## src/rtl/alarm_unit.sv

```systemverilog
// alarm_unit: editable alarm time, alarm-instant detection, ring/flash output with dismiss and timeout.
// Build option ALARM_SNOOZE_EN adds snooze handling (SNOOZED state, snooze target and count).
module alarm_unit #(
  parameter int CLK_HZ         = 100_000_000,
  parameter int FLASH_HZ       = 2,
  parameter int RING_SECONDS   = 60,
  parameter int SNOOZE_MINUTES = 5,
  parameter int MAX_SNOOZES    = 3
) (
  input  logic       CLK100MHZ,
  input  logic       reset,
  input  logic [1:0] current_mode,
  input  logic [1:0] position,
  input  logic       add_pulse,
  input  logic       sub_pulse,
  input  logic       alarm_en,
  input  logic       dismiss,
  input  logic       snooze,
  input  logic [7:0] hours,
  input  logic [7:0] minutes,
  input  logic [7:0] seconds,
  output logic [7:0] alarm_hours,
  output logic [7:0] alarm_minutes,
  output logic [7:0] alarm_seconds,
  output logic       alarm_active,
  output logic       alarm_led,
  output logic [1:0] dbg_state
);

  localparam int HALF_RAW = CLK_HZ / (2 * FLASH_HZ);
  localparam int HALF_CYC = (HALF_RAW > 0) ? HALF_RAW : 1;
  localparam int FW       = (HALF_CYC > 1) ? $clog2(HALF_CYC) : 1;
  localparam int RW       = (RING_SECONDS > 1) ? $clog2(RING_SECONDS) : 1;

  typedef enum logic [1:0] {
    S_IDLE    = 2'd0,
`ifdef ALARM_SNOOZE_EN
    S_SNOOZED = 2'd2,
`endif
    S_RINGING = 2'd1
  } state_t;

  state_t        state_q, state_d;
  logic [7:0]    al_h_q, al_h_d, al_m_q, al_m_d, al_s_q, al_s_d;
  logic [7:0]    seconds_q, seconds_d;
  logic [RW-1:0] ring_q, ring_d;
  logic [FW-1:0] flash_q, flash_d;
  logic          led_q, led_d;
  logic          active_q, active_d;
  logic          tick, edit_evt, alarm_match;

`ifdef ALARM_SNOOZE_EN
  localparam int SW = (MAX_SNOOZES > 0) ? $clog2(MAX_SNOOZES + 1) : 1;
  logic [SW-1:0] snz_cnt_q, snz_cnt_d;
  logic [7:0]    tgt_h_q, tgt_h_d, tgt_m_q, tgt_m_d, tgt_s_q, tgt_s_d;
  logic [7:0]    snz_min_sum, snz_h, snz_m;
  logic          snz_match;
`else
  logic          unused_snooze;
  assign unused_snooze = snooze;
`endif

  function automatic logic [7:0] step_field(input logic [7:0] v, input logic [7:0] top,
                                            input logic up);
    if (up) return (v >= top) ? 8'd0 : v + 8'd1;
    return (v == 8'd0) ? top : v - 8'd1;
  endfunction

  // add/sub/dismiss/snooze are single-cycle pulses; no handshake, each is acted on in the cycle it is high.
  assign tick        = (seconds != seconds_q);
  assign seconds_d   = seconds;
  assign edit_evt    = (current_mode == 2'b10) && (position != 2'b11) && (add_pulse ^ sub_pulse);
  assign alarm_match = (hours == al_h_q) && (minutes == al_m_q) && (seconds == al_s_q);

  always_comb begin
    al_h_d = al_h_q;
    al_m_d = al_m_q;
    al_s_d = al_s_q;
    if (edit_evt) begin
      case (position)
        2'b00:   al_h_d = step_field(al_h_q, 8'd23, add_pulse);
        2'b01:   al_m_d = step_field(al_m_q, 8'd59, add_pulse);
        default: al_s_d = step_field(al_s_q, 8'd59, add_pulse);
      endcase
    end
  end

`ifdef ALARM_SNOOZE_EN
  assign snz_min_sum = minutes + 8'(SNOOZE_MINUTES);
  assign snz_match   = (hours == tgt_h_q) && (minutes == tgt_m_q) && (seconds == tgt_s_q);

  always_comb begin
    snz_m = snz_min_sum;
    snz_h = hours;
    if (snz_min_sum >= 8'd60) begin
      snz_m = snz_min_sum - 8'd60;
      snz_h = (hours >= 8'd23) ? 8'd0 : hours + 8'd1;
    end
  end
`endif

  always_comb begin
    state_d = state_q;
    ring_d  = ring_q;
`ifdef ALARM_SNOOZE_EN
    snz_cnt_d = snz_cnt_q;
    tgt_h_d   = tgt_h_q;
    tgt_m_d   = tgt_m_q;
    tgt_s_d   = tgt_s_q;
`endif
    case (state_q)
      S_IDLE: begin
        if (tick && alarm_match) begin
          state_d = S_RINGING;
          ring_d  = '0;
`ifdef ALARM_SNOOZE_EN
          snz_cnt_d = '0;
`endif
        end
      end
      S_RINGING: begin
        if (dismiss) begin
          state_d = S_IDLE;
`ifdef ALARM_SNOOZE_EN
          snz_cnt_d = '0;
`endif
        end else if (tick && (ring_q == RW'(RING_SECONDS - 1))) begin
          state_d = S_IDLE;
`ifdef ALARM_SNOOZE_EN
        end else if (snooze && (snz_cnt_q < SW'(MAX_SNOOZES))) begin
          state_d   = S_SNOOZED;
          snz_cnt_d = snz_cnt_q + 1'b1;
          tgt_h_d   = snz_h;
          tgt_m_d   = snz_m;
          tgt_s_d   = seconds;
`endif
        end else if (tick) begin
          ring_d = ring_q + 1'b1;
        end
      end
`ifdef ALARM_SNOOZE_EN
      S_SNOOZED: begin
        if (dismiss) begin
          state_d   = S_IDLE;
          snz_cnt_d = '0;
        end else if (tick && snz_match) begin
          state_d = S_RINGING;
          ring_d  = '0;
        end
      end
`endif
      default: state_d = S_IDLE;
    endcase

    // Disarming or touching the alarm time always abandons the current alarm event.
    if (!alarm_en || edit_evt) begin
      state_d = S_IDLE;
`ifdef ALARM_SNOOZE_EN
      snz_cnt_d = '0;
`endif
    end

    active_d = (state_d == S_RINGING);
    led_d    = 1'b0;
    flash_d  = '0;
    if (state_d == S_RINGING) begin
      if (state_q != S_RINGING) begin
        led_d = 1'b1;
      end else if (flash_q == FW'(HALF_CYC - 1)) begin
        led_d = ~led_q;
      end else begin
        led_d   = led_q;
        flash_d = flash_q + 1'b1;
      end
    end
  end

  always_ff @(posedge CLK100MHZ) begin
    if (reset) begin
      state_q   <= S_IDLE;
      al_h_q    <= '0;
      al_m_q    <= '0;
      al_s_q    <= '0;
      seconds_q <= '0;
      ring_q    <= '0;
      flash_q   <= '0;
      led_q     <= 1'b0;
      active_q  <= 1'b0;
`ifdef ALARM_SNOOZE_EN
      snz_cnt_q <= '0;
      tgt_h_q   <= '0;
      tgt_m_q   <= '0;
      tgt_s_q   <= '0;
`endif
    end else begin
      state_q   <= state_d;
      al_h_q    <= al_h_d;
      al_m_q    <= al_m_d;
      al_s_q    <= al_s_d;
      seconds_q <= seconds_d;
      ring_q    <= ring_d;
      flash_q   <= flash_d;
      led_q     <= led_d;
      active_q  <= active_d;
`ifdef ALARM_SNOOZE_EN
      snz_cnt_q <= snz_cnt_d;
      tgt_h_q   <= tgt_h_d;
      tgt_m_q   <= tgt_m_d;
      tgt_s_q   <= tgt_s_d;
`endif
    end
  end

  assign alarm_hours   = al_h_q;
  assign alarm_minutes = al_m_q;
  assign alarm_seconds = al_s_q;
  assign alarm_active  = active_q;
  assign alarm_led     = led_q;
  assign dbg_state     = state_q;

endmodule

```

## config.mk

```make
export PLATFORM = sky130hd
export DESIGN_NAME = alarm_unit
export DESIGN_NICKNAME = d
export VERILOG_FILES = /design/src/rtl/alarm_unit.sv
export SDC_FILE = /design/constraint.sdc
export NUM_CORES = 1
export LEC_CHECK = 0
export ABC_AREA = 1
export BUFFER_PORTS_ARGS = -buffer_cell sky130_fd_sc_hd__buf_2
export CAP_MARGIN = 30
export CELL_PAD_IN_SITES_DETAIL_PLACEMENT = 0
export CELL_PAD_IN_SITES_GLOBAL_PLACEMENT = 1
export CORE_MARGIN = 2
export CORE_UTILIZATION = 44
export CTS_CLUSTER_DIAMETER = 100
export DETAILED_ROUTE_END_ITERATION = 10
export HOLD_SLACK_MARGIN = 0.1
export PLACE_DENSITY = 0.86
export SLEW_MARGIN = 25
export SYNTH_ARGS = -nofsm -noshare
export SYNTH_HDL_FRONTEND = slang
export SYNTH_SLANG_ARGS = --single-unit
```

## constraint.sdc

```tcl
create_clock -name CLK100MHZ -period 2.78 [get_ports CLK100MHZ]
set_input_delay 0.695 -clock CLK100MHZ [delete_from_list [all_inputs] [get_ports CLK100MHZ]]
set_output_delay 0.695 -clock CLK100MHZ [all_outputs]
set_load 0.005 [all_outputs]
```

==> results of run 1 <==
synthesized netlist by cell type (7+ instances only):
cell,instances
nand2_1,150
nor3_1,18
buf_6,7
ha_1,11
xnor2_1,27
dfxtp_1,67
nor2_2,23
nand3_1,37
xor2_1,28
nand4_1,9
inv_1,110
nor2_1,86
a21oi_1,28
o21ai_0,30
registers in the layout, summed over array words and instances (netlist names):
signal	cells
flash_q	25
alarm_hours	8
alarm_minutes	8
alarm_seconds	8
seconds_q	8
ring_q	6
dbg_state	2
alarm_active	1
alarm_led	1
stage by stage:
step	std cells	hold WS, ns	utilization, %	area, um2	power (mW)
floorplan	683	0.4388	-	4484	1.215
global placement	866	0.4559	49.59	4870	1.300
detailed placement	866	0.4611	49.59	4870	1.306
CTS	882	0.4819	51.66	5072	2.155
global route	882	0.5094	51.66	5072	2.249
finish	882	0.4751	51.66	5072	2.135
worst min-delay path by stage:
| stage | startpoint | end | cells past startpoint | slack, ns |
|---|---|---|---|---|
| after global placement | flash_q[0]$_SDFF_PP0_ | flash_q[0]$_SDFF_PP0_ | 1 | 0.46 |
| after global routing | flash_q[0]$_SDFF_PP0_ | flash_q[0]$_SDFF_PP0_ | 1 | 0.51 |
| after floorplan | flash_q[0]$_SDFF_PP0_ | flash_q[0]$_SDFF_PP0_ | 1 | 0.44 |
| final | flash_q[0]$_SDFF_PP0_ | flash_q[0]$_SDFF_PP0_ | 1 | 0.48 |
| after detailed placement | flash_q[0]$_SDFF_PP0_ | flash_q[0]$_SDFF_PP0_ | 1 | 0.46 |
| after CTS | flash_q[0]$_SDFF_PP0_ | flash_q[0]$_SDFF_PP0_ | 1 | 0.48 |
metal layers:
layer	GRT usage, %	vias to the layer above
met5	0	-
met4	6.667	0
met3	4.803	14
met2	32.05	96
met1	29.84	1912
li1	-	2260
cells in the final DEF (no fill, tap or decap), types with 4 or more instances in the layout:
| master | count |
|---|---|
| ha_1 | 11 |
| o211ai_1 | 6 |
| a21oi_1 | 28 |
| nand2_1 | 150 |
| clkbuf_8 | 10 |
| a211oi_1 | 4 |
| nor3_1 | 18 |
| inv_1 | 110 |
| nand4_1 | 9 |
| buf_2 | 61 |
| nor2_2 | 23 |
| o21ai_0 | 30 |
| dfxtp_1 | 67 |
| nor2_1 | 86 |
| xnor2_1 | 27 |
| nand3_1 | 37 |
| xor2_1 | 28 |
| nor4_1 | 6 |
worst max-delay path, delay by kind of cell (launching register included):
| kind | cells | cell delay, ns |
|---|---|---|
| AO/OA/AOI/OAI | 1 | 0.20 |
| flip-flops | 1 | 0.59 |
| AND/OR/NAND/NOR | 9 | 1.25 |
power groups by stage:
stage,registers [mW],logic (mW),clock network [mW]
floorplan,1.02,0.197,0
global placement,1.03,0.274,0
detailed placement,1.03,0.278,0
CTS,1.00,0.279,0.871
global route,1.01,0.320,0.921
finish,1.00,0.280,0.851
cell families after synthesis:
group / synth area share, %
xor gates and xnor gates: 10.74
DFF: 29.91
adders and majority gates: 3.069
and+or+nand+nor: 34.35
buffers and inverters: 12.17
other: 0.08363
AOI/OAI and AO/OA: 9.682
area by class of cell:
| cell class | count | area, um2 | area share, % |
|---|---|---|---|
| flip-flops and latches | 67 | 1341 | 26.44 |
| clock inverters | 6 | 65.06 | 1.283 |
| clock buffers | 10 | 137.6 | 2.713 |
| well taps | 133 | 166.4 | 3.281 |
| repair buffers | 64 | 327.8 | 6.463 |
| inverters | 115 | 436.7 | 8.609 |
| multi-input cells | 487 | 2597 | 51.21 |
==> impl_results.html, run 1 <==
<table>
<tr><th>Metric</th><th>Value</th></tr>
<tr><th colspan="2">Timing</th></tr>
<tr><td>Setup TNS</td><td>0 ns</td></tr>
<tr><td>Unrepaired setup endpoints after global routing</td><td>no</td></tr>
<tr><td>Share of the clock period used by the worst path</td><td>between 70 and 80%</td></tr>
<tr><td>Final Skew</td><td>between 0.008 and 0.009 ns</td></tr>
<tr><td>Max transition margin</td><td>60.17%</td></tr>
<tr><td>Final setup violation count</td><td>0</td></tr>
<tr><td>Slew Limit Fails</td><td>0</td></tr>
<tr><td>PnR worst setup slack</td><td>roughly 0.67 ns</td></tr>
<tr><td>Minimum clock period after layout</td><td>roughly 2.1 ns</td></tr>
<tr><td>Actual slew at the worst max-slew pin</td><td>between 0.5 and 0.6 ns</td></tr>
<tr><td>Fmax</td><td>around 470 MHz</td></tr>
<tr><td>Total count of hold-check failures in the final report</td><td>0</td></tr>
<tr><th colspan="2">Worst setup path</th></tr>
<tr><td>Worst-path cell with the longest stage delay</td><td>dfxtp_1</td></tr>
<tr><td>Worst setup slack for register-to-register paths</td><td>around 0.67 ns</td></tr>
<tr><td>Worst setup startpoint</td><td>alarm_hours[3]$_SDFFE_PP0P_</td></tr>
<tr><td>Capturing element type of the critical path</td><td>flop</td></tr>
<tr><td>Reg-to-reg endpoint</td><td>flash_q[14]$_SDFF_PP0_</td></tr>
<tr><td>Max incr delay on CP</td><td>approximately 0.59 ns</td></tr>
<tr><td>Top cell by count, worst path</td><td>nand2_1</td></tr>
<tr><td>Arrival @ worst endpoint</td><td>2.39 ns</td></tr>
<tr><td>R2r startpoint</td><td>alarm_hours[3]$_SDFFE_PP0P_</td></tr>
<tr><td>Data required, critical path</td><td>3.06 ns</td></tr>
<tr><td>Maximum fanout along the worst path</td><td>25</td></tr>
<tr><td>Worst reg-to-reg path cell count</td><td>10</td></tr>
<tr><td>Cells traversed along the worst timing path</td><td>nand2_1 -&gt; nand2_1 -&gt; nand2_1 -&gt; nor2_1 -&gt; nand2_1 -&gt; nor2_1 -&gt; nand2_1 -&gt; o21ai_2 -&gt; nand3b_4 -&gt; nor2_2</td></tr>
<tr><td>Critical path startpoint category</td><td>flop</td></tr>
<tr><td>Critical path class</td><td>flop to flop</td></tr>
<tr><td>Critical Path Sink</td><td>flash_q[14]$_SDFF_PP0_</td></tr>
<tr><th colspan="2">Logic synthesis</th></tr>
<tr><td>Count of flip-flops with a built-in enable after synthesis</td><td>0</td></tr>
<tr><td>Post-Synthesis Mean Instance Area</td><td>around 6.6 um2</td></tr>
<tr><td>Mapped Nets</td><td>729</td></tr>
<tr><td>Post-synth top area cell</td><td>dfxtp_1</td></tr>
<tr><td>Top area cells in the synthesized netlist</td><td>dfxtp_1, nand2_1, inv_1, nor2_1, xor2_1</td></tr>
<tr><td>Netlist cell types</td><td>40</td></tr>
<tr><td>Sequential-to-total area share from yosys stat</td><td>~30%</td></tr>
<tr><td>Synthesized instance count</td><td>a little under 700</td></tr>
<tr><td>Number of flip-flops and latches in the synthesized netlist</td><td>67</td></tr>
<tr><td>Share of the synthesized area in the top cell type</td><td>between 20% and 30%</td></tr>
<tr><td>Synthesis Warnings</td><td>0</td></tr>
<tr><td>Share of flip-flops with an asynchronous set or reset</td><td>0%</td></tr>
<tr><td>Dominant synthesized flop cell</td><td>dfxtp_1</td></tr>
<tr><td>Post-Syn Area</td><td>4484 um2</td></tr>
<tr><th colspan="2">Detailed routing</th></tr>
<tr><td>Routed wire length per instance</td><td>roughly 12 um</td></tr>
<tr><td>Top routing layer used</td><td>met4</td></tr>
<tr><td>Routed length on met2</td><td>about 4700 um</td></tr>
<tr><td>Sum of routed wire length over all layers</td><td>10980 um</td></tr>
<tr><td>Number of detailed-route iterations in the first pass</td><td>4</td></tr>
<tr><td>Count of antenna-violating nets left after detailed routing</td><td>0</td></tr>
<tr><td>Via count</td><td>about 4300</td></tr>
<tr><td>Via density per instance</td><td>between 4 and 5</td></tr>
<tr><td>Met1 routed wirelength after detailed routing</td><td>5526 um</td></tr>
<tr><td>Number of remaining DRC errors</td><td>0</td></tr>
<tr><td>Initial DRC Count</td><td>197</td></tr>
<tr><td>Total met3 wirelength after detailed routing</td><td>around 530 um</td></tr>
<tr><th colspan="2">Global routing</th></tr>
<tr><td>Aggregate global routing overflow</td><td>0</td></tr>
<tr><td>Number of antenna violations at the first check in global routing</td><td>0</td></tr>
<tr><td>GRT Resource Usage Total</td><td>21.19%</td></tr>
<tr><td>Maximum number of pins on one net before global-route repair</td><td>27</td></tr>
<tr><td>Via count of the first global-routing pass</td><td>roughly 4000</td></tr>
<tr><td>Wire length of the first global-routing pass</td><td>18930 um</td></tr>
<tr><th colspan="2">Placed design</th></tr>
<tr><td>Weighted congestion at the end of routability-driven global placement</td><td>just over 0.8</td></tr>
<tr><td>Pre-CTS setup slack</td><td>0.3721 ns</td></tr>
<tr><td>Final HPWL from detailed placement</td><td>8341 um</td></tr>
<tr><td>Number of buffers added on ports</td><td>just over 60</td></tr>
<tr><th colspan="2">Cells and area</th></tr>
<tr><td>Area growth from synthesis to layout</td><td>13.11%</td></tr>
<tr><td>Total of fill cells in the finished design</td><td>~1100</td></tr>
<tr><td>Number of inserted diodes</td><td>0</td></tr>
<tr><td>Fraction of final layout cells with drive strength greater than 1</td><td>15.75%</td></tr>
<tr><td># nets final</td><td>between 700 and 800</td></tr>
<tr><th colspan="2">Clock network</th></tr>
<tr><td>Clock sink count</td><td>67</td></tr>
<tr><td>Total clock buffers created by CTS</td><td>9</td></tr>
<tr><td>Maximum number of buffers from clock root to sink</td><td>2</td></tr>
<tr><td>Clock-pin transition on the worst setup and hold timing paths</td><td>about 0.08 ns</td></tr>
<tr><td>Hold Buf Count CTS</td><td>0</td></tr>
<tr><td>H-Tree Level Count</td><td>3</td></tr>
<tr><td>Cell chosen for the clock root</td><td>clkbuf_8</td></tr>
<tr><td>Worst-Skew Late Latency</td><td>between 0.3 and 0.4 ns</td></tr>
<tr><td>Post-CTS resize count</td><td>0</td></tr>
<tr><td>Number of buffers inserted by post-CTS setup repair</td><td>0</td></tr>
<tr><td>Clock tree from TritonCTS</td><td>yes</td></tr>
<tr><th colspan="2">Power and ir drop</th></tr>
<tr><td>Peak supply drop</td><td>~0.24 mV</td></tr>
<tr><td>Gate power share</td><td>13.1%</td></tr>
<tr><td>NetSw</td><td>approximately 610 uW</td></tr>
<tr><td>Areal power density over the cells</td><td>roughly 420 nW/um2</td></tr>
<tr><td>Cell Int Power</td><td>roughly 1.5 mW</td></tr>
<tr><td>Portion of total power attributed to sequential cells</td><td>a little under half</td></tr>
<tr><td>Leak pwr</td><td>between 2 and 2.5 nW</td></tr>
<tr><td>Switching Share</td><td>28.60%</td></tr>
<tr><td>Part of the power in the clock network</td><td>about two fifths</td></tr>
<tr><th colspan="2">Die</th></tr>
<tr><td>Site row count</td><td>36</td></tr>
<tr><td>Initial core utilization</td><td>a little under half</td></tr>
<tr><td>Placeable Area</td><td>around 9800 um2</td></tr>
<tr><td>Total die area</td><td>around 11000 um2</td></tr>
<tr><td>Horizontal extent of the die</td><td>between 100 and 150 um</td></tr>
<tr><td>Chip Height</td><td>105.0 um</td></tr>
<tr><td>Boundary pin count</td><td>between 60 and 70</td></tr>
<tr><th colspan="2">Job</th></tr>
<tr><td>Count of max-cap constraint violations</td><td>0</td></tr>
<tr><th colspan="2">Status</th></tr>
<tr><td>Outcome</td><td>completed</td></tr>
<tr><th colspan="2">Worst hold path</th></tr>
<tr><td>Class of the worst hold path</td><td>flop to flop</td></tr>
</table>
Power figures use the tool's default switching activity.
==> inputs of run 2 (changes only) <==
- CORE_UTILIZATION: 44 -> 41
- PLACE_DENSITY: 0.86 -> 0.81
- clock period: 2.78 -> 2.2 ns (I/O delays scaled with it)
==> impl_results.html, run 2 (synthesis gave the netlist of run 1 again) <==
<table>
<tr><th>Metric</th><th>Value</th></tr>
<tr><th colspan="2">Status</th></tr>
<tr><td>Outcome</td><td>completed</td></tr>
<tr><th colspan="2">Worst setup path</th></tr>
<tr><td>Critical path startpoint category</td><td>flop</td></tr>
<tr><td>Critical path class</td><td>flop to flop</td></tr>
<tr><td>Data required, critical path</td><td>2.49 ns (-0.57 ns)</td></tr>
<tr><td>Maximum fanout along the worst path</td><td>5 (-80%)</td></tr>
<tr><td>Arrival @ worst endpoint</td><td>2.17 ns (-0.22 ns)</td></tr>
<tr><td>Capturing element type of the critical path</td><td>flop</td></tr>
<tr><td>Worst setup slack for register-to-register paths</td><td>0.32 ns (-0.35 ns)</td></tr>
<tr><th colspan="2">Cells and area</th></tr>
<tr><td>Core utilization of the finished layout</td><td>47.99% (-3.7 points)</td></tr>
<tr><td>Area growth from synthesis to layout</td><td>14.98%</td></tr>
<tr><td>Leading cell type in the layout, fill and taps excluded</td><td>nand2_1</td></tr>
<tr><td>Number of non-filler instances in the completed layout</td><td>899 (+1.9%)</td></tr>
<tr><td>Fin area</td><td>5156 um2 (+1.7%)</td></tr>
<tr><td>Register with the most flip-flops</td><td>flash_q</td></tr>
<tr><td># nets final</td><td>801 (+1.4%)</td></tr>
<tr><td>Number of inserted diodes</td><td>0 (unchanged)</td></tr>
<tr><td>Fraction of final layout cells with drive strength greater than 1</td><td>16.73% (+0.98 points)</td></tr>
<tr><td>Max reg flops</td><td>25 (unchanged)</td></tr>
<tr><td>Commonest cells after routing, fill and taps aside</td><td>nand2_1, inv_1, nor2_1</td></tr>
<tr><th colspan="2">Detailed routing</th></tr>
<tr><td>Sum of routed wire length over all layers</td><td>11210 um (+2.1%)</td></tr>
<tr><td>Count of antenna-violating nets left after detailed routing</td><td>0 (unchanged)</td></tr>
<tr><td>Via density per instance</td><td>4.786 (-1.4%)</td></tr>
<tr><td>Routed wire length per instance</td><td>12.46 um (+0.14%)</td></tr>
<tr><td>Number of detailed-route iterations in the first pass</td><td>5 (+1)</td></tr>
<tr><td>Number of remaining DRC errors</td><td>0 (unchanged)</td></tr>
<tr><td>Via count</td><td>4303 (+0.49%)</td></tr>
<tr><td>Initial DRC Count</td><td>277 (+41%)</td></tr>
<tr><th colspan="2">Global routing</th></tr>
<tr><td>GRT Resource Usage Total</td><td>20.25% (-0.93 points)</td></tr>
<tr><td>Aggregate global routing overflow</td><td>0 (unchanged)</td></tr>
<tr><td>Wire length of the first global-routing pass</td><td>18850 um (-0.40%)</td></tr>
<tr><td>Via count of the first global-routing pass</td><td>4023 (+0.73%)</td></tr>
<tr><td>Number of antenna violations at the first check in global routing</td><td>0 (unchanged)</td></tr>
<tr><td>Maximum number of pins on one net before global-route repair</td><td>26 (-3.7%)</td></tr>
<tr><th colspan="2">Die</th></tr>
<tr><td>Horizontal extent of the die</td><td>108.6 um (+3.5%)</td></tr>
<tr><td>Chip Height</td><td>108.6 um (+3.5%)</td></tr>
<tr><td>Total die area</td><td>11790 um2 (+7.0%)</td></tr>
<tr><td>Initial core utilization</td><td>41.73% (-3.9 points)</td></tr>
<tr><td>Site row count</td><td>38 (+5.6%)</td></tr>
<tr><td>Placeable Area</td><td>10750 um2 (+9.4%)</td></tr>
<tr><td>Boundary pin count</td><td>63 (unchanged)</td></tr>
<tr><th colspan="2">Placed design</th></tr>
<tr><td>Post-Place Cells</td><td>884 (+2.1%)</td></tr>
<tr><td>Instance area after placement</td><td>4974 um2 (+2.1%)</td></tr>
<tr><td>Weighted congestion at the end of routability-driven global placement</td><td>0.8930 (+7.4%)</td></tr>
<tr><td>Pre-CTS setup slack</td><td>0.1428 ns (-0.2292 ns)</td></tr>
<tr><td>Final HPWL from detailed placement</td><td>8556 um (+2.6%)</td></tr>
<tr><td>Number of buffers added on ports</td><td>61 (unchanged)</td></tr>
<tr><th colspan="2">Timing</th></tr>
<tr><td>Setup TNS</td><td>0 ns (unchanged)</td></tr>
<tr><td>PnR worst setup slack</td><td>0.3178 ns (-0.3517 ns)</td></tr>
<tr><td>Fmax</td><td>531.3 MHz (+12%)</td></tr>
<tr><td>Minimum clock period after layout</td><td>1.882 ns (-0.2283 ns)</td></tr>
<tr><td>Final Skew</td><td>0.01313 ns (+0.004438 ns)</td></tr>
<tr><td>Total count of hold-check failures in the final report</td><td>0 (unchanged)</td></tr>
<tr><td>Unrepaired setup endpoints after global routing</td><td>no</td></tr>
<tr><td>Actual slew at the worst max-slew pin</td><td>0.5810 ns (-0.01515 ns)</td></tr>
<tr><td>Max transition margin</td><td>60.91% (+0.74 points)</td></tr>
<tr><td>Share of the clock period used by the worst path</td><td>85.56% (+9.6 points)</td></tr>
<tr><td>Final setup violation count</td><td>0 (unchanged)</td></tr>
<tr><td>Slew Limit Fails</td><td>0 (unchanged)</td></tr>
<tr><th colspan="2">Power and ir drop</th></tr>
<tr><td>Areal power density over the cells</td><td>511.4 nW/um2 (+21%)</td></tr>
<tr><td>Gate power share</td><td>14.3% (+1.2 points)</td></tr>
<tr><td>Leak pwr</td><td>2.376 nW (+2.0%)</td></tr>
<tr><td>NetSw</td><td>737.2 uW (+21%)</td></tr>
<tr><td>Portion of total power attributed to sequential cells</td><td>48.0% (+1.0 points)</td></tr>
<tr><td>Cell Int Power</td><td>1.900 mW (+25%)</td></tr>
<tr><td>Peak supply drop</td><td>0.3026 mV (+24%)</td></tr>
<tr><td>Part of the power in the clock network</td><td>37.7% (-2.2 points)</td></tr>
<tr><td>Switching Share</td><td>27.96% (-0.65 points)</td></tr>
<tr><th colspan="2">Clock network</th></tr>
<tr><td>Cell chosen for the clock root</td><td>clkbuf_8</td></tr>
<tr><td>Number of buffers inserted by post-CTS setup repair</td><td>0 (unchanged)</td></tr>
<tr><td>Worst-Skew Late Latency</td><td>0.35 ns (about the same)</td></tr>
<tr><td>Total clock buffers created by CTS</td><td>9 (unchanged)</td></tr>
<tr><td>Clock sink count</td><td>67 (unchanged)</td></tr>
<tr><td>H-Tree Level Count</td><td>3 (unchanged)</td></tr>
<tr><td>Hold Buf Count CTS</td><td>0 (unchanged)</td></tr>
<tr><td>Post-CTS resize count</td><td>0 (unchanged)</td></tr>
<tr><td>Clock-pin transition on the worst setup and hold timing paths</td><td>0.07 ns (about the same)</td></tr>
<tr><td>Clock tree from TritonCTS</td><td>yes</td></tr>
<tr><td>Maximum number of buffers from clock root to sink</td><td>2 (unchanged)</td></tr>
<tr><th colspan="2">Job</th></tr>
<tr><td>Count of max-cap constraint violations</td><td>0 (unchanged)</td></tr>
<tr><th colspan="2">Worst hold path</th></tr>
<tr><td>Class of the worst hold path</td><td>primary input to flop</td></tr>
</table>
## run 2: area by class of cell
type,count,area [um2]
inverters,115,436.7
well taps,140,175.2
clock buffers,10,127.6
clock inverters,5,55.05
flip-flops and latches,67,1341
fillers,1122,5589
multi-input cells,487,2597
repair buffers,75,422.9
## run 2: power groups by stage
stage | combinational, mW | sequential [mW] | clock (mW)
after floorplan | 0.249 | 1.29 | 0
after global placement | 0.373 | 1.29 | 0
after detailed placement | 0.376 | 1.29 | 0
after CTS | 0.379 | 1.27 | 1.02
after global routing | 0.430 | 1.27 | 1.09
final | 0.377 | 1.27 | 0.993
## run 2: through the flow
step	hold WS (ns)	total power, mW
2_1_floorplan	0.4388	1.536
3_3_place_gp	0.4526	1.667
3_5_place_dp	0.4591	1.670
4_1_cts	0.4541	2.669
5_1_grt	0.4731	2.792
6_report	0.4652	2.637
## run 2: per-layer routing
layer	routed length, um	GRT usage (%)	up-vias
li1	-	-	2283
met1	5549	28.55	1921
met2	4923	31.74	85
met3	565	2.893	14
met4	167	6.502	0
met5	0	0	-
## run 2: path summary, 6_finish.rpt
check	end	from	cells past startpoint
min reg2reg	flash_q[0]$_SDFF_PP0_	flash_q[0]$_SDFF_PP0_	1
max reg2reg	flash_q[18]$_SDFF_PP0_	flash_q[0]$_SDFF_PP0_	10
min	seconds_q[7]$_SDFF_PP0_	seconds[7]	3
max	flash_q[18]$_SDFF_PP0_	flash_q[0]$_SDFF_PP0_	10
## run 2: worst max-delay path, stage by stage (launching register included)
cell     delay (ns)
dfxtp_1        0.38
ha_1           0.23
nand3_1        0.10
nor2_2         0.23
nand4_2        0.15
nor2_2         0.19
nand2_1        0.12
nor2_2         0.12
xor2_1         0.15
inv_1          0.07
nor2_2         0.09
==> inputs of run 3 (changes only) <==
- REMOVE_ABC_BUFFERS: unset -> 1
==> impl_results.html, run 3 (synthesis gave the netlist of run 1 again) <==
<table>
<tr><th>Metric</th><th>Value</th></tr>
<tr><th colspan="2">Clock network</th></tr>
<tr><td>H-Tree Level Count</td><td>3 (unchanged)</td></tr>
<tr><td>Maximum number of buffers from clock root to sink</td><td>2 (unchanged)</td></tr>
<tr><td>Worst-Skew Late Latency</td><td>0.36 ns (about the same)</td></tr>
<tr><td>Number of buffers inserted by post-CTS setup repair</td><td>0 (unchanged)</td></tr>
<tr><td>Post-CTS resize count</td><td>0 (unchanged)</td></tr>
<tr><td>Clock sink count</td><td>67 (unchanged)</td></tr>
<tr><td>Cell chosen for the clock root</td><td>clkbuf_8</td></tr>
<tr><td>Total clock buffers created by CTS</td><td>9 (unchanged)</td></tr>
<tr><td>Clock tree from TritonCTS</td><td>yes</td></tr>
<tr><td>Clock-pin transition on the worst setup and hold timing paths</td><td>0.08 ns (about the same)</td></tr>
<tr><td>Hold Buf Count CTS</td><td>0 (unchanged)</td></tr>
<tr><th colspan="2">Detailed routing</th></tr>
<tr><td>Via count</td><td>4366 (+1.5%)</td></tr>
<tr><td>Number of remaining DRC errors</td><td>0 (unchanged)</td></tr>
<tr><td>Count of antenna-violating nets left after detailed routing</td><td>0 (unchanged)</td></tr>
<tr><td>Sum of routed wire length over all layers</td><td>11300 um (+0.82%)</td></tr>
<tr><td>Routed wire length per instance</td><td>12.60 um (+1.0%)</td></tr>
<tr><td>Via density per instance</td><td>4.867 (+1.7%)</td></tr>
<tr><td>Number of detailed-route iterations in the first pass</td><td>5 (unchanged)</td></tr>
<tr><td>Initial DRC Count</td><td>308 (+11%)</td></tr>
<tr><th colspan="2">Placed design</th></tr>
<tr><td>Final HPWL from detailed placement</td><td>8556 um (about the same)</td></tr>
<tr><td>Pre-CTS setup slack</td><td>0.1994 ns (+0.05659 ns)</td></tr>
<tr><td>Number of buffers added on ports</td><td>61 (unchanged)</td></tr>
<tr><td>Instance area after placement</td><td>4951 um2 (-0.45%)</td></tr>
<tr><td>Post-Place Cells</td><td>881 (-0.34%)</td></tr>
<tr><td>Weighted congestion at the end of routability-driven global placement</td><td>0.8966 (+0.40%)</td></tr>
<tr><th colspan="2">Cells and area</th></tr>
<tr><td>Fin area</td><td>5131 um2 (-0.49%)</td></tr>
<tr><td>Area growth from synthesis to layout</td><td>14.43%</td></tr>
<tr><td>Number of inserted diodes</td><td>0 (unchanged)</td></tr>
<tr><td>Core utilization of the finished layout</td><td>47.75% (-0.23 points)</td></tr>
<tr><td>Leading cell type in the layout, fill and taps excluded</td><td>nand2_1</td></tr>
<tr><td>Max reg flops</td><td>25 (unchanged)</td></tr>
<tr><td>Total of fill cells in the finished design</td><td>1146 (+2.1%)</td></tr>
<tr><td>Commonest cells after routing, fill and taps aside</td><td>nand2_1, inv_1, nor2_1</td></tr>
<tr><td>Register with the most flip-flops</td><td>flash_q</td></tr>
<tr><td>Number of non-filler instances in the completed layout</td><td>897 (-0.22%)</td></tr>
<tr><td>Fraction of final layout cells with drive strength greater than 1</td><td>16.51% (-0.22 points)</td></tr>
<tr><td># nets final</td><td>798 (-0.37%)</td></tr>
<tr><th colspan="2">Power and ir drop</th></tr>
<tr><td>Portion of total power attributed to sequential cells</td><td>48.6% (+0.6 points)</td></tr>
<tr><td>Part of the power in the clock network</td><td>37.3% (-0.4 points)</td></tr>
<tr><td>Gate power share</td><td>14.1% (-0.2 points)</td></tr>
<tr><td>Peak supply drop</td><td>0.2379 mV (-21%)</td></tr>
<tr><td>Cell Int Power</td><td>1.823 mW (-4.1%)</td></tr>
<tr><td>NetSw</td><td>787.1 uW (+6.8%)</td></tr>
<tr><td>Switching Share</td><td>30.16% (+2.2 points)</td></tr>
<tr><td>Total power consumption of the routed design</td><td>2.610 mW (-1.0%)</td></tr>
<tr><td>Leak pwr</td><td>2.352 nW (-1.0%)</td></tr>
<tr><td>Areal power density over the cells</td><td>508.6 nW/um2 (-0.55%)</td></tr>
<tr><th colspan="2">Global routing</th></tr>
<tr><td>Wire length of the first global-routing pass</td><td>18770 um (-0.44%)</td></tr>
<tr><td>GRT Resource Usage Total</td><td>20.22% (-0.033 points)</td></tr>
<tr><td>Maximum number of pins on one net before global-route repair</td><td>26 (unchanged)</td></tr>
<tr><td>Number of antenna violations at the first check in global routing</td><td>0 (unchanged)</td></tr>
<tr><td>Via count of the first global-routing pass</td><td>3990 (-0.82%)</td></tr>
<tr><td>Aggregate global routing overflow</td><td>0 (unchanged)</td></tr>
<tr><th colspan="2">Worst setup path</th></tr>
<tr><td>Arrival @ worst endpoint</td><td>2.18 ns (about the same)</td></tr>
<tr><td>Data required, critical path</td><td>2.45 ns (-0.04 ns)</td></tr>
<tr><td>Critical path startpoint category</td><td>flop</td></tr>
<tr><td>Critical path class</td><td>flop to flop</td></tr>
<tr><td>Capturing element type of the critical path</td><td>flop</td></tr>
<tr><td>Maximum fanout along the worst path</td><td>7 (+2)</td></tr>
<tr><th colspan="2">Die</th></tr>
<tr><td>Site row count</td><td>38 (unchanged)</td></tr>
<tr><td>Placeable Area</td><td>10750 um2 (unchanged)</td></tr>
<tr><td>Total die area</td><td>11790 um2 (unchanged)</td></tr>
<tr><td>Boundary pin count</td><td>63 (unchanged)</td></tr>
<tr><td>Initial core utilization</td><td>41.73% (unchanged)</td></tr>
<tr><td>Chip Height</td><td>108.6 um (unchanged)</td></tr>
<tr><td>Horizontal extent of the die</td><td>108.6 um (unchanged)</td></tr>
<tr><th colspan="2">Job</th></tr>
<tr><td>Count of max-cap constraint violations</td><td>0 (unchanged)</td></tr>
<tr><th colspan="2">Timing</th></tr>
<tr><td>Final Skew</td><td>0.009159 ns (-0.003975 ns)</td></tr>
<tr><td>Setup TNS</td><td>0 ns (unchanged)</td></tr>
<tr><td>Total count of hold-check failures in the final report</td><td>0 (unchanged)</td></tr>
<tr><td>Slew Limit Fails</td><td>0 (unchanged)</td></tr>
<tr><td>Actual slew at the worst max-slew pin</td><td>0.6024 ns (+0.02143 ns)</td></tr>
<tr><td>Final hold slack</td><td>0.4618 ns (-0.003389 ns)</td></tr>
<tr><td>Fmax</td><td>519.7 MHz (-2.2%)</td></tr>
<tr><td>PnR worst setup slack</td><td>0.2758 ns (-0.04192 ns)</td></tr>
<tr><td>Minimum clock period after layout</td><td>1.924 ns (+0.04192 ns)</td></tr>
<tr><td>Max transition margin</td><td>59.47% (-1.4 points)</td></tr>
<tr><td>Share of the clock period used by the worst path</td><td>87.46% (+1.9 points)</td></tr>
<tr><td>Unrepaired setup endpoints after global routing</td><td>no</td></tr>
<tr><td>Final setup violation count</td><td>0 (unchanged)</td></tr>
<tr><th colspan="2">Status</th></tr>
<tr><td>Outcome</td><td>completed</td></tr>
<tr><th colspan="2">Worst hold path</th></tr>
<tr><td>Class of the worst hold path</td><td>primary input to flop</td></tr>
</table>
run 3: path summary, 6_finish.rpt:
check / cells past startpoint / end / from / slack [ns]
worst max register to register: 9 / alarm_hours[3]$_SDFFE_PP0P_ / alarm_hours[0]$_SDFFE_PP0P_ / 0.28
worst min register to register: 1 / flash_q[0]$_SDFF_PP0_ / flash_q[0]$_SDFF_PP0_ / 0.48
worst min-delay path: 3 / seconds_q[6]$_SDFF_PP0_ / seconds[6] / 0.46
worst max-delay path: 9 / alarm_hours[3]$_SDFFE_PP0P_ / alarm_hours[0]$_SDFFE_PP0P_ / 0.28
run 3: metal layers:
layer	up-vias	share of wire [%]	global-route usage, %
met5	-	0	0
met4	0	1.5	6.502
li1	2276	-	-
met3	15	6.0	5.184
met2	122	43	31.07
met1	1953	49	27.62
run 3: power by group through the flow:
| stage | sequential (mW) | combinational [mW] | clock [mW] |
|---|---|---|---|
| 6_report | 1.27 | 0.369 | 0.974 |
| 3_3_place_gp | 1.30 | 0.363 | 0 |
| 4_1_cts | 1.27 | 0.367 | 0.999 |
| 5_1_grt | 1.27 | 0.421 | 1.05 |
| 3_5_place_dp | 1.30 | 0.365 | 0 |
| 2_1_floorplan | 1.29 | 0.228 | 0 |
run 3: cell type report:
type / count / area [um2] / area share, %
clock buffer: 11 / 141.4 / 2.755
clock inverter: 5 / 38.79 / 0.7559
inverter: 115 / 436.7 / 8.510
multi-input combinational: 487 / 2597 / 50.62
sequential: 67 / 1341 / 26.14
tap: 140 / 175.2 / 3.414
timing repair buffer: 72 / 400.4 / 7.803
run 3: worst max-delay path: stages, from the launching register on:
cell,delay [ns]
dfxtp_1,0.42
inv_1,0.19
ha_1,0.18
nand3_1,0.08
nor3_1,0.37
nor2_1,0.18
nand3_1,0.11
o31ai_1,0.06
o21ai_0,0.16
inv_1,0.06
